[src/rtl/gmii_tx_ctrl_if.sv]
// gmii_tx_ctrl_if: frame buffer handshake between the byte buffer (master) and the TX sequencer (slave)
interface gmii_tx_ctrl_if #(parameter int LEN_W = 14);
    logic             frame_rdy;
    logic [LEN_W-1:0] frame_len;
    logic             frame_ack;
    logic             frame_drop;
    logic             rd_en;
    logic [7:0]       rd_data;
    logic             rd_empty;
    modport master (output frame_rdy, frame_len, rd_data, rd_empty, input frame_ack, frame_drop, rd_en);
    modport slave  (input frame_rdy, frame_len, rd_data, rd_empty, output frame_ack, frame_drop, rd_en);
endinterface

[src/rtl/gmii_tx_ctrl.sv]
// gmii_tx_ctrl: sequences preamble, SFD, frame bytes, zero pad and IFG onto the GMII pins
module gmii_tx_ctrl #(
    parameter int PRE_LEN = 7,
    parameter int MIN_LEN = 60,
    parameter int MAX_LEN = 1514,
    parameter int IFG_LEN = 12,
    parameter int LEN_W   = 14
) (
    input  logic                 clk,
    input  logic                 rst,
    input  logic                 tx_enable,
    gmii_tx_ctrl_if.slave        bif,
    output logic [7:0]           gmii_d,
    output logic                 gmii_tx_en,
    output logic                 gmii_tx_er,
    output logic                 underrun,
    output logic                 busy
);
    localparam int IFG_W = $clog2(IFG_LEN + 1);
    typedef enum logic [2:0] {IDLE, PRE, SFD, DATA, PAD, IFG} state_t;
    // state_q names what is currently on the wire; outputs are registered from state_d
    state_t             state_q, state_d;
    logic [LEN_W-1:0]   cnt_q, cnt_d, len_q, len_d;
    logic [IFG_W-1:0]   ifg_q, ifg_d;
    logic               err_q, err_d;
    logic [7:0]         gmii_d_q, gmii_d_d;
    logic               tx_en_q, tx_en_d, tx_er_q, tx_er_d;
    logic               start, bad, need_pop;
    always_ff @(posedge clk) begin
        if (rst) begin
            state_q  <= IDLE;
            cnt_q    <= '0;
            len_q    <= '0;
            ifg_q    <= '0;
            err_q    <= 1'b0;
            gmii_d_q <= 8'h00;
            tx_en_q  <= 1'b0;
            tx_er_q  <= 1'b0;
        end else begin
            state_q  <= state_d;
            cnt_q    <= cnt_d;
            len_q    <= len_d;
            ifg_q    <= ifg_d;
            err_q    <= err_d;
            gmii_d_q <= gmii_d_d;
            tx_en_q  <= tx_en_d;
            tx_er_q  <= tx_er_d;
        end
    end
    always_comb begin
        state_d  = state_q;
        cnt_d    = cnt_q;
        len_d    = len_q;
        ifg_d    = ifg_q;
        err_d    = 1'b0;
        need_pop = 1'b0;
        start    = (state_q == IDLE) && tx_enable && bif.frame_rdy;
        bad      = (bif.frame_len == '0) || (bif.frame_len > LEN_W'(MAX_LEN));
        case (state_q)
            IDLE: if (start) begin
                len_d = bif.frame_len;
                if (!bad) begin
                    state_d = PRE;
                    cnt_d   = LEN_W'(1);
                end
            end
            PRE: if (cnt_q == LEN_W'(PRE_LEN)) begin
                state_d = SFD;
                cnt_d   = '0;
            end else cnt_d = cnt_q + 1'b1;
            SFD: begin
                need_pop = 1'b1;
                err_d    = bif.rd_empty;
                state_d  = DATA;
                cnt_d    = LEN_W'(1);
            end
            // an underrun byte goes out first, then straight to IFG with no pad
            DATA: if (err_q) begin
                state_d = IFG;
                ifg_d   = IFG_W'(1);
            end else if (cnt_q < len_q) begin
                need_pop = 1'b1;
                err_d    = bif.rd_empty;
                cnt_d    = cnt_q + 1'b1;
            end else if (cnt_q < LEN_W'(MIN_LEN)) begin
                state_d = PAD;
                cnt_d   = cnt_q + 1'b1;
            end else begin
                state_d = IFG;
                ifg_d   = IFG_W'(1);
            end
            PAD: if (cnt_q < LEN_W'(MIN_LEN)) cnt_d = cnt_q + 1'b1;
            else begin
                state_d = IFG;
                ifg_d   = IFG_W'(1);
            end
            IFG: if (ifg_q == IFG_W'(IFG_LEN)) state_d = IDLE;
            else ifg_d = ifg_q + 1'b1;
            default: state_d = IDLE;
        endcase
    end
    always_comb begin
        tx_en_d        = state_d inside {PRE, SFD, DATA, PAD};
        tx_er_d        = err_d;
        gmii_d_d       = state_d == PRE ? 8'h55 : state_d == SFD ? 8'hD5 :
                         (state_d == DATA && !err_d) ? bif.rd_data : 8'h00;
        bif.frame_ack  = !rst && start;
        bif.frame_drop = !rst && start && bad;
        bif.rd_en      = !rst && need_pop && !bif.rd_empty;
        underrun       = !rst && need_pop && bif.rd_empty;
        busy           = !rst && state_q != IDLE;
    end
    assign gmii_d     = gmii_d_q;
    assign gmii_tx_en = tx_en_q;
    assign gmii_tx_er = tx_er_q;
endmodule

[src/flat_wrapper.sv]
// flat-port wrapper written by rule: the top's interface ports become plain ports
module gmii_tx_ctrl_flat 
#(
    parameter int PRE_LEN = 7,
    parameter int MIN_LEN = 60,
    parameter int MAX_LEN = 1514,
    parameter int IFG_LEN = 12,
    parameter int LEN_W   = 14
)
  (clk, rst, tx_enable, gmii_d, gmii_tx_en, gmii_tx_er, underrun, busy, bif_frame_rdy, bif_frame_len, bif_rd_data, bif_rd_empty, bif_frame_ack, bif_frame_drop, bif_rd_en);
  gmii_tx_ctrl_if #(.LEN_W(LEN_W)) bif_i ();
  input  logic clk;
  input  logic rst;
  input  logic tx_enable;
  output logic [7:0] gmii_d;
  output logic gmii_tx_en;
  output logic gmii_tx_er;
  output logic underrun;
  output logic busy;
  input wire logic [$bits(bif_i.frame_rdy)-1:0] bif_frame_rdy;
  input wire logic [$bits(bif_i.frame_len)-1:0] bif_frame_len;
  input wire logic [$bits(bif_i.rd_data)-1:0] bif_rd_data;
  input wire logic [$bits(bif_i.rd_empty)-1:0] bif_rd_empty;
  output wire logic [$bits(bif_i.frame_ack)-1:0] bif_frame_ack;
  output wire logic [$bits(bif_i.frame_drop)-1:0] bif_frame_drop;
  output wire logic [$bits(bif_i.rd_en)-1:0] bif_rd_en;
  assign bif_i.frame_rdy = bif_frame_rdy;
  assign bif_i.frame_len = bif_frame_len;
  assign bif_i.rd_data = bif_rd_data;
  assign bif_i.rd_empty = bif_rd_empty;
  assign bif_frame_ack = bif_i.frame_ack;
  assign bif_frame_drop = bif_i.frame_drop;
  assign bif_rd_en = bif_i.rd_en;
  gmii_tx_ctrl #(.PRE_LEN(PRE_LEN), .MIN_LEN(MIN_LEN), .MAX_LEN(MAX_LEN), .IFG_LEN(IFG_LEN), .LEN_W(LEN_W)) u_core (.clk(clk), .rst(rst), .tx_enable(tx_enable), .bif(bif_i), .gmii_d(gmii_d), .gmii_tx_en(gmii_tx_en), .gmii_tx_er(gmii_tx_er), .underrun(underrun), .busy(busy));
endmodule
[config.mk]
export PLATFORM = sky130hd
export DESIGN_NAME = gmii_tx_ctrl_flat
export DESIGN_NICKNAME = d
export VERILOG_FILES = /design/src/rtl/gmii_tx_ctrl_if.sv /design/src/rtl/gmii_tx_ctrl.sv /design/src/flat_wrapper.sv
export SDC_FILE = /design/constraint.sdc
export NUM_CORES = 1
export LEC_CHECK = 0
export CAP_MARGIN = 20
export CORE_MARGIN = 2
export CORE_UTILIZATION = 54
export DETAILED_ROUTE_END_ITERATION = 8
export PLACE_DENSITY_LB_ADDON = 0.15
export SLEW_MARGIN = 20
export SYNTH_ARGS = -nofsm -noshare
export SYNTH_HDL_FRONTEND = slang
export SYNTH_SLANG_ARGS = --single-unit
[constraint.sdc]
create_clock -name clk -period 2.95 [get_ports clk]
set_input_delay 0.295 -clock clk [delete_from_list [all_inputs] [get_ports clk]]
set_output_delay 0.295 -clock clk [all_outputs]
set_load 0.02 [all_outputs]
==> key figures, run 1 <==
Power and ir drop
  • Comb pwr share: a little over an eighth
  • Leak: ~1.2 nW
  • Sequential group share of total power: a little over half
  • Internal power: 0.860 mW
  • Pwr/cell area: 356 nW/um2
  • Power share of the clock group: 32.1%
  • Total Power: between 1 and 1.5 mW
  • Peak VDD IR: 235 uV
  • Sw Pwr: 0.287 mW
  • Sw Share: about a quarter

Timing
  • Crit share post-route: between 90% and 100%
  • Final hold vios: 0
  • Skew final: around 0.0044 ns
  • Worst Max-Slew Pin Slew: ~0.57 ns
  • Setup TNS: 0 ns
  • Slew HR: 61.8%
  • Final setup fails: 0
  • Min cycle time layout: 2.67 ns
  • Fmax: 374 MHz
  • Slew Viols, Final: 0
  • RSZ-0062 raised after global routing: no

Final layout
  • Layout area overhead: 22.2%
  • Final core utilization: roughly 68%
  • Share of cells above drive strength 1: between 10% and 20%
  • Most common cell after layout, fill and taps aside: dfxtp_1
  • Commonest non-fill, non-tap cells in the layout: dfxtp_1, nor2_1, clkdlybuf4s50_1
  • Antenna diodes: 0
  • Fin nets: about 400

Synthesis
  • EDFF count, synth: 0
  • Sequential-to-total area share from yosys stat: approximately a third
  • Async set-reset flop share out of synthesis: 0%
  • Top cells by area, synth: dfxtp_1, ha_1, a21oi_1
  • Synth Net Count: ~360
  • Most used DFF post-synth: dfxtp_1
  • Warnings, synthesis: 0
  • Flops & latches, synth: 45
  • Dominant cell type by area after synthesis: dfxtp_1
  • Cells after Synth: approximately 320
  • Yosys top cell area share: 34.2%
  • Cell area after synthesis: between 2000 and 3000 um2
  • Synth Area per Inst: roughly 8.4 um2
  • Synth unique cells: slightly below 60

Floorplan
  • Row Count: 25
  • IO Count: 42
  • Core Box Area: 4720 um2
  • Die height: 73.9 um
  • Die span in x: approximately 74 um
  • Starting Density: 55.8%
  • Die footprint: ~5500 um2

Route
  • Aggregate routed wire length: 6350 um
  • Pre-Repair DR Iteration Count: 5
  • Residual DRC: 0
  • Via count: about 2.5k
  • Starting DRT DRC Count: between 200 and 250
  • ANT nets after route: 0
  • Per-cell routed wire length: about 15 um
  • Via-to-Cell Ratio: about 5.7

Placed design
  • Dpl hpwl: 4880 um
  • I/O Buffers: just over 40
  • Placer congestion estimate: ~0.9

Global routing
  • GRT Util Overall: between 20 and 25%
  • Vias in the first global route: 2296
  • Pin count of the biggest net entering global routing: 27
  • Global-route wire length before repair: 10500 um
  • Initial antenna violation count: 0
  • Gr ovfl total: 0

Clocking
  • CTS root buf: clkbuf_8
  • H-tree depth: 2
  • Clock tree buffer depth: 2
  • Skew-Pair Late Insertion Delay: a little under 0.3 ns
  • Worst-path clk slew: about 0.08 ns
  • TritonCTS buffer count: 5
  • CTS Sinks: 45
  • CTS tree: built

Outcome
  • Status: completed

Worst setup path
  • Worst Setup Start Kind: flip-flop
  • Worst-path fanout max: 7
  • CP Class: flip-flop to primary output
  • WP data arrival: approximately 2.4 ns
  • CP Capture Type: primary output
  • R2r worst-path depth: 9
  • CP peak stage delay: 0.45 ns
  • CP Cell Sequence: ha_1, a21oi_1, o221ai_2, a2111oi_2, o21ai_1, nor3_1, clkbuf_2
  • CP max stage cell: dfxtp_1
  • WP data required: approximately 2.7 ns

Worst hold path
  • Worst hold path depth: 2
  • Class of the worst hold path: flip-flop to flip-flop

Flow run
  • Max Cap Viol: 0
-- cells by family after synthesis --
logic type                 Yosys count  share of synthesized area, %
and+or+nand+nor                    136                          28.1
adders and majority gates           16                          7.59
buffers and inverters               29                          5.32
DFF                                 45                          34.2
AOI/OAI and AO/OA                   73                          18.5
muxes                               15                          5.70
xor gates and xnor gates             1                         0.617
-- state kept, by name, summed over array words and instances, names as in the netlist --
signal and count:
u_core.state_q 3, u_core.gmii_d 8, u_core.gmii_tx_en 1, u_core.err_q 1, u_core.len_q 14, u_core.ifg_q 4, u_core.cnt_q 14
-- layout make-up --
cell class | instances | area (um2)
sequential | 45 | 901
fill | 404 | 1500
multi-input combinational | 241 | 1600
timing repair buffer | 53 | 490
clock buffer | 6 | 72.6
inverter | 17 | 63.8
tap | 67 | 83.8
clock inverter | 2 | 10.0
-- worst paths after layout --
check	start	to	slack [ns]
worst min-delay path	u_core.len_q[1]	u_core.len_q[1]	0.50
worst max-delay path	u_core.cnt_q[5]	bif_rd_en	0.28
worst min register to register	u_core.len_q[1]	u_core.len_q[1]	0.50
worst max register to register	u_core.len_q[13]	u_core.cnt_q[0]	0.50
-- repair_timing --
| item | in CTS | in global routing |
|---|---|---|
| buffers inserted | 0 | 0 |
| resized for setup | 2 | 7 |
| hold buffers | 0 | 0 |
| hold endpoints to repair | 0 | 0 |
| setup endpoints to repair | 2 | 2 |
-- power groups by stage --
stage                     clock [mW]  combinational, mW  sequential, mW
final                          0.368              0.153           0.625
after global routing           0.405              0.167           0.627
after CTS                      0.382              0.152           0.625
after detailed placement           0              0.151           0.639
after global placement             0              0.149           0.639
after floorplan                    0             0.0852           0.640
-- stage by stage --
step | cells | worst slack, ns | hold slack (ns) | area, um2
after floorplan | 315 | 0.523 | 0.404 | 2640
after global placement | 423 | 0.167 | 0.478 | 3140
after detailed placement | 423 | 0.159 | 0.489 | 3140
after CTS | 431 | 0.120 | 0.507 | 3220
after global routing | 431 | 0.0330 | 0.527 | 3220
final | 431 | 0.277 | 0.499 | 3220
-- per-layer routing --
layer  global-route usage [%]  wire [um]
met1                     35.5       2950
met2                     36.8       2860
met3                     5.62        450
met4                     9.09         91
met5                        0          0
-- cells in the mapped netlist (4+ instances only) --
| master | instances |
|---|---|
| dfxtp_1 | 45 |
| nand4_1 | 9 |
| nor2_1 | 39 |
| a21oi_1 | 34 |
| o21ai_0 | 8 |
| and2_1 | 6 |
| nor3_2 | 4 |
| ha_1 | 16 |
| mux2i_1 | 15 |
| nand2b_1 | 4 |
| nand3_1 | 11 |
| clkbuf_1 | 6 |
| nor3_1 | 11 |
| inv_1 | 17 |
| nand2_1 | 26 |
| a31oi_1 | 4 |
-- critical path: cells and delay by family (launching register included) --
family / cells / cell delay (ns)
buf+inv: 1 / 0.22
compound gates: 4 / 0.91
flops: 1 / 0.45
simple gates: 1 / 0.22
fa+ha+maj: 1 / 0.30
No activity file was read; power rests on OpenSTA's default activity.
==> run 2, diff against run 1 <==
--- a/config.mk
+++ b/config.mk
@@ -9,8 +9,10 @@
 export CORE_MARGIN = 2
 export CORE_UTILIZATION = 54
 export DETAILED_ROUTE_END_ITERATION = 8
+export GPL_ROUTABILITY_DRIVEN = 0
 export PLACE_DENSITY_LB_ADDON = 0.15
 export SLEW_MARGIN = 20
 export SYNTH_ARGS = -nofsm -noshare
 export SYNTH_HDL_FRONTEND = slang
 export SYNTH_SLANG_ARGS = --single-unit
+export TNS_END_PERCENT = 5
==> run 2 against run 1 <==
Compared with the run above:
- fmax is 0.90% higher
- critical path type unchanged
- sequential share of layout area is 0.33 points lower
- power is 1.9% higher
- largest power group unchanged
- first-iteration DRC count is 2.3% higher
- worst setup slack better by 0.024 ns
- count of clock-buffer cells in the layout is 1 higher
- largest cell class unchanged
- non-clock buffer count is 2 higher
- combinational power is 3% higher
- clock power is 5% higher
- critical endpoint unchanged
==> key figures, run 2 (synthesis gave the netlist of run 1 again) <==
Clocking
  • Clock tree buffer depth: 2 (unchanged)
  • CTS root buf: clkbuf_8
  • Worst-path clk slew: 0.07 ns (about the same)
  • Skew-Pair Late Insertion Delay: 0.30 ns (about the same)
  • H-tree depth: 2 (unchanged)
  • Hold Buf Count CTS: 0 (unchanged)
  • TritonCTS buffer count: 5 (unchanged)
  • CTS Sinks: 45 (unchanged)
  • CTS tree: built
  • Post CTS Setup Buffer Count: 0 (unchanged)

Route
  • Starting DRT DRC Count: 221 (+2.3%)
  • Aggregate routed wire length: 6280 um (-1.1%)
  • Pre-Repair DR Iteration Count: 4 (-1)
  • Via-to-Cell Ratio: 5.62 (-1.8%)
  • Residual DRC: 0 (unchanged)
  • DR top layer: met4
  • Per-cell routed wire length: 14.5 um (-1.3%)
  • ANT nets after route: 0 (unchanged)
  • Via count: 2428 (-1.5%)
  • Routed length on met3: 367 um (-18%)
  • WL met2: 2880 um (+0.80%)
  • Wire length on met1: 2960 um (+0.10%)

Placed design
  • Dpl hpwl: 4680 um (-4.1%)
  • I/O Buffers: 41 (unchanged)
  • Placed Cells: 425 (+0.47%)
  • Post-Place Worst Slack: 0.147 ns (-0.0117 ns)

Timing
  • Crit share post-route: 89.8% (-0.81 points)
  • Skew final: 0.00860 ns (+0.00421 ns)
  • Min cycle time layout: 2.65 ns (-0.0239 ns)
  • Final hold vios: 0 (unchanged)
  • Hold WS: 0.502 ns (+0.00385 ns)
  • Final WS setup: 0.301 ns (+0.0239 ns)
  • Final setup fails: 0 (unchanged)
  • Fmax: 378 MHz (+0.90%)
  • Worst Max-Slew Pin Slew: 0.705 ns (+0.134 ns)
  • Slew Viols, Final: 0 (unchanged)
  • RSZ-0062 raised after global routing: no
  • Setup TNS: 0 ns (unchanged)
  • Slew HR: 51.8% (-10 points)

Final layout
  • Commonest non-fill, non-tap cells in the layout: dfxtp_1, nor2_1, clkdlybuf4s50_1
  • Most common cell after layout, fill and taps aside: dfxtp_1
  • FILL cells: 373 (-7.7%)
  • Register area: 901 um2 (unchanged)
  • Antenna diodes: 0 (unchanged)
  • Share of cells above drive strength 1: 13.2% (-0.036 points)
  • Non-filler cells, final: 432 (+0.23%)
  • Multi-input gate area: 1610 um2 (+0.47%)
  • Layout area overhead: 23.7%
  • Fin nets: 408 (+0.49%)

Worst setup path
  • CP Cell Sequence: ha_1, a21oi_1, o221ai_2, a2111oi_4, o21ai_1, nor3_1, clkbuf_2
  • Worst-path fanout max: 7 (unchanged)
  • CP max stage cell: dfxtp_1
  • CP peak stage delay: 0.43 ns (-0.02 ns)
  • WP data required: 2.65 ns (about the same)
  • CP Class: flip-flop to primary output
  • CP Capture Type: primary output
  • Worst Setup Start Kind: flip-flop
  • WP data arrival: 2.35 ns (-0.03 ns)

Floorplan
  • Core Box Area: 4720 um2 (unchanged)
  • Die height: 73.9 um (unchanged)
  • Row Count: 25 (unchanged)
  • IO Count: 42 (unchanged)
  • Starting Density: 55.8% (unchanged)
  • Die footprint: 5460 um2 (unchanged)
  • Die span in x: 73.9 um (unchanged)

Power and ir drop
  • Pwr/cell area: 358 nW/um2 (+0.65%)
  • Peak VDD IR: 262 uV (+12%)
  • Leak: 1.25 nW (+1.2%)

Global routing
  • Gr ovfl total: 0 (unchanged)
  • Initial antenna violation count: 0 (unchanged)
  • GRT Util Overall: 25.4% (+0.44 points)
  • Vias in the first global route: 2380 (+3.7%)
  • Pin count of the biggest net entering global routing: 47 (+74%)
  • Global-route wire length before repair: 10700 um (+1.4%)

Worst hold path
  • Class of the worst hold path: flip-flop to flip-flop

Flow run
  • Max Cap Viol: 0 (unchanged)

Outcome
  • Status: completed
## run 2: what timing repair did
item,4_1_cts,5_1_grt
endpoints found under the setup margin,2,2
cloned,0,0
resized for setup,2,7
pin swaps,0,0
## run 2: cell type report
class                      count  share of cell area [%]
clock buffer                   7                    2.65
sequential                    45                    27.6
inverter                      17                    1.96
tap                           67                    2.57
multi-input combinational    241                    49.3
timing repair buffer          55                    15.9
## run 2: stage by stage
step                power (mW)  utilization, %  cell area [um2]
floorplan                0.725               -             2640
global placement         0.789            67.2             3170
detailed placement       0.792            67.2             3170
CTS                       1.17            68.9             3260
global route              1.22            69.0             3260
finish                    1.17            69.0             3260
## run 2: critical path: cells and delay by family (launching register included)
kind | cells | cell delay (ns)
AND/OR/NAND/NOR | 1 | 0.22
AO/OA/AOI/OAI | 4 | 0.91
flip-flops | 1 | 0.43
adder cells (fa/ha/maj) | 1 | 0.29
buffers and inverters | 1 | 0.22
## run 2: metal layers
metal / GRT usage (%) / vias up
li1: - / 1227
met4: 9.29 / 0
met1: 34.8 / 1114
met2: 39.8 / 78
met3: 4.66 / 9
met5: 0 / -
## run 2: path summary, 6_finish.rpt
| path | slack (ns) | cells past startpoint | to | startpoint |
|---|---|---|---|---|
| hold reg to reg | 0.50 | 2 | u_core.len_q[2] | u_core.len_q[2] |
| setup reg to reg | 0.33 | 8 | u_core.ifg_q[2] | u_core.cnt_q[13] |
| setup / recovery | 0.30 | 7 | bif_rd_en | u_core.cnt_q[5] |
| hold / removal | 0.50 | 2 | u_core.len_q[2] | u_core.len_q[2] |
## run 2: power by group
group          internal, mW  switching (mW)  total, mW
sequential            0.619         0.00637      0.625
clock                 0.186           0.199      0.385
combinational        0.0803          0.0775      0.158
==> run 3, diff against run 2 <==
--- a/config.mk
+++ b/config.mk
@@ -15,4 +15,4 @@
 export SYNTH_ARGS = -nofsm -noshare
 export SYNTH_HDL_FRONTEND = slang
 export SYNTH_SLANG_ARGS = --single-unit
-export TNS_END_PERCENT = 5
+export TNS_END_PERCENT = 50
==> results of run 3 <==
Same layout as run 2: the final DEF is identical, and so are final timing and power.
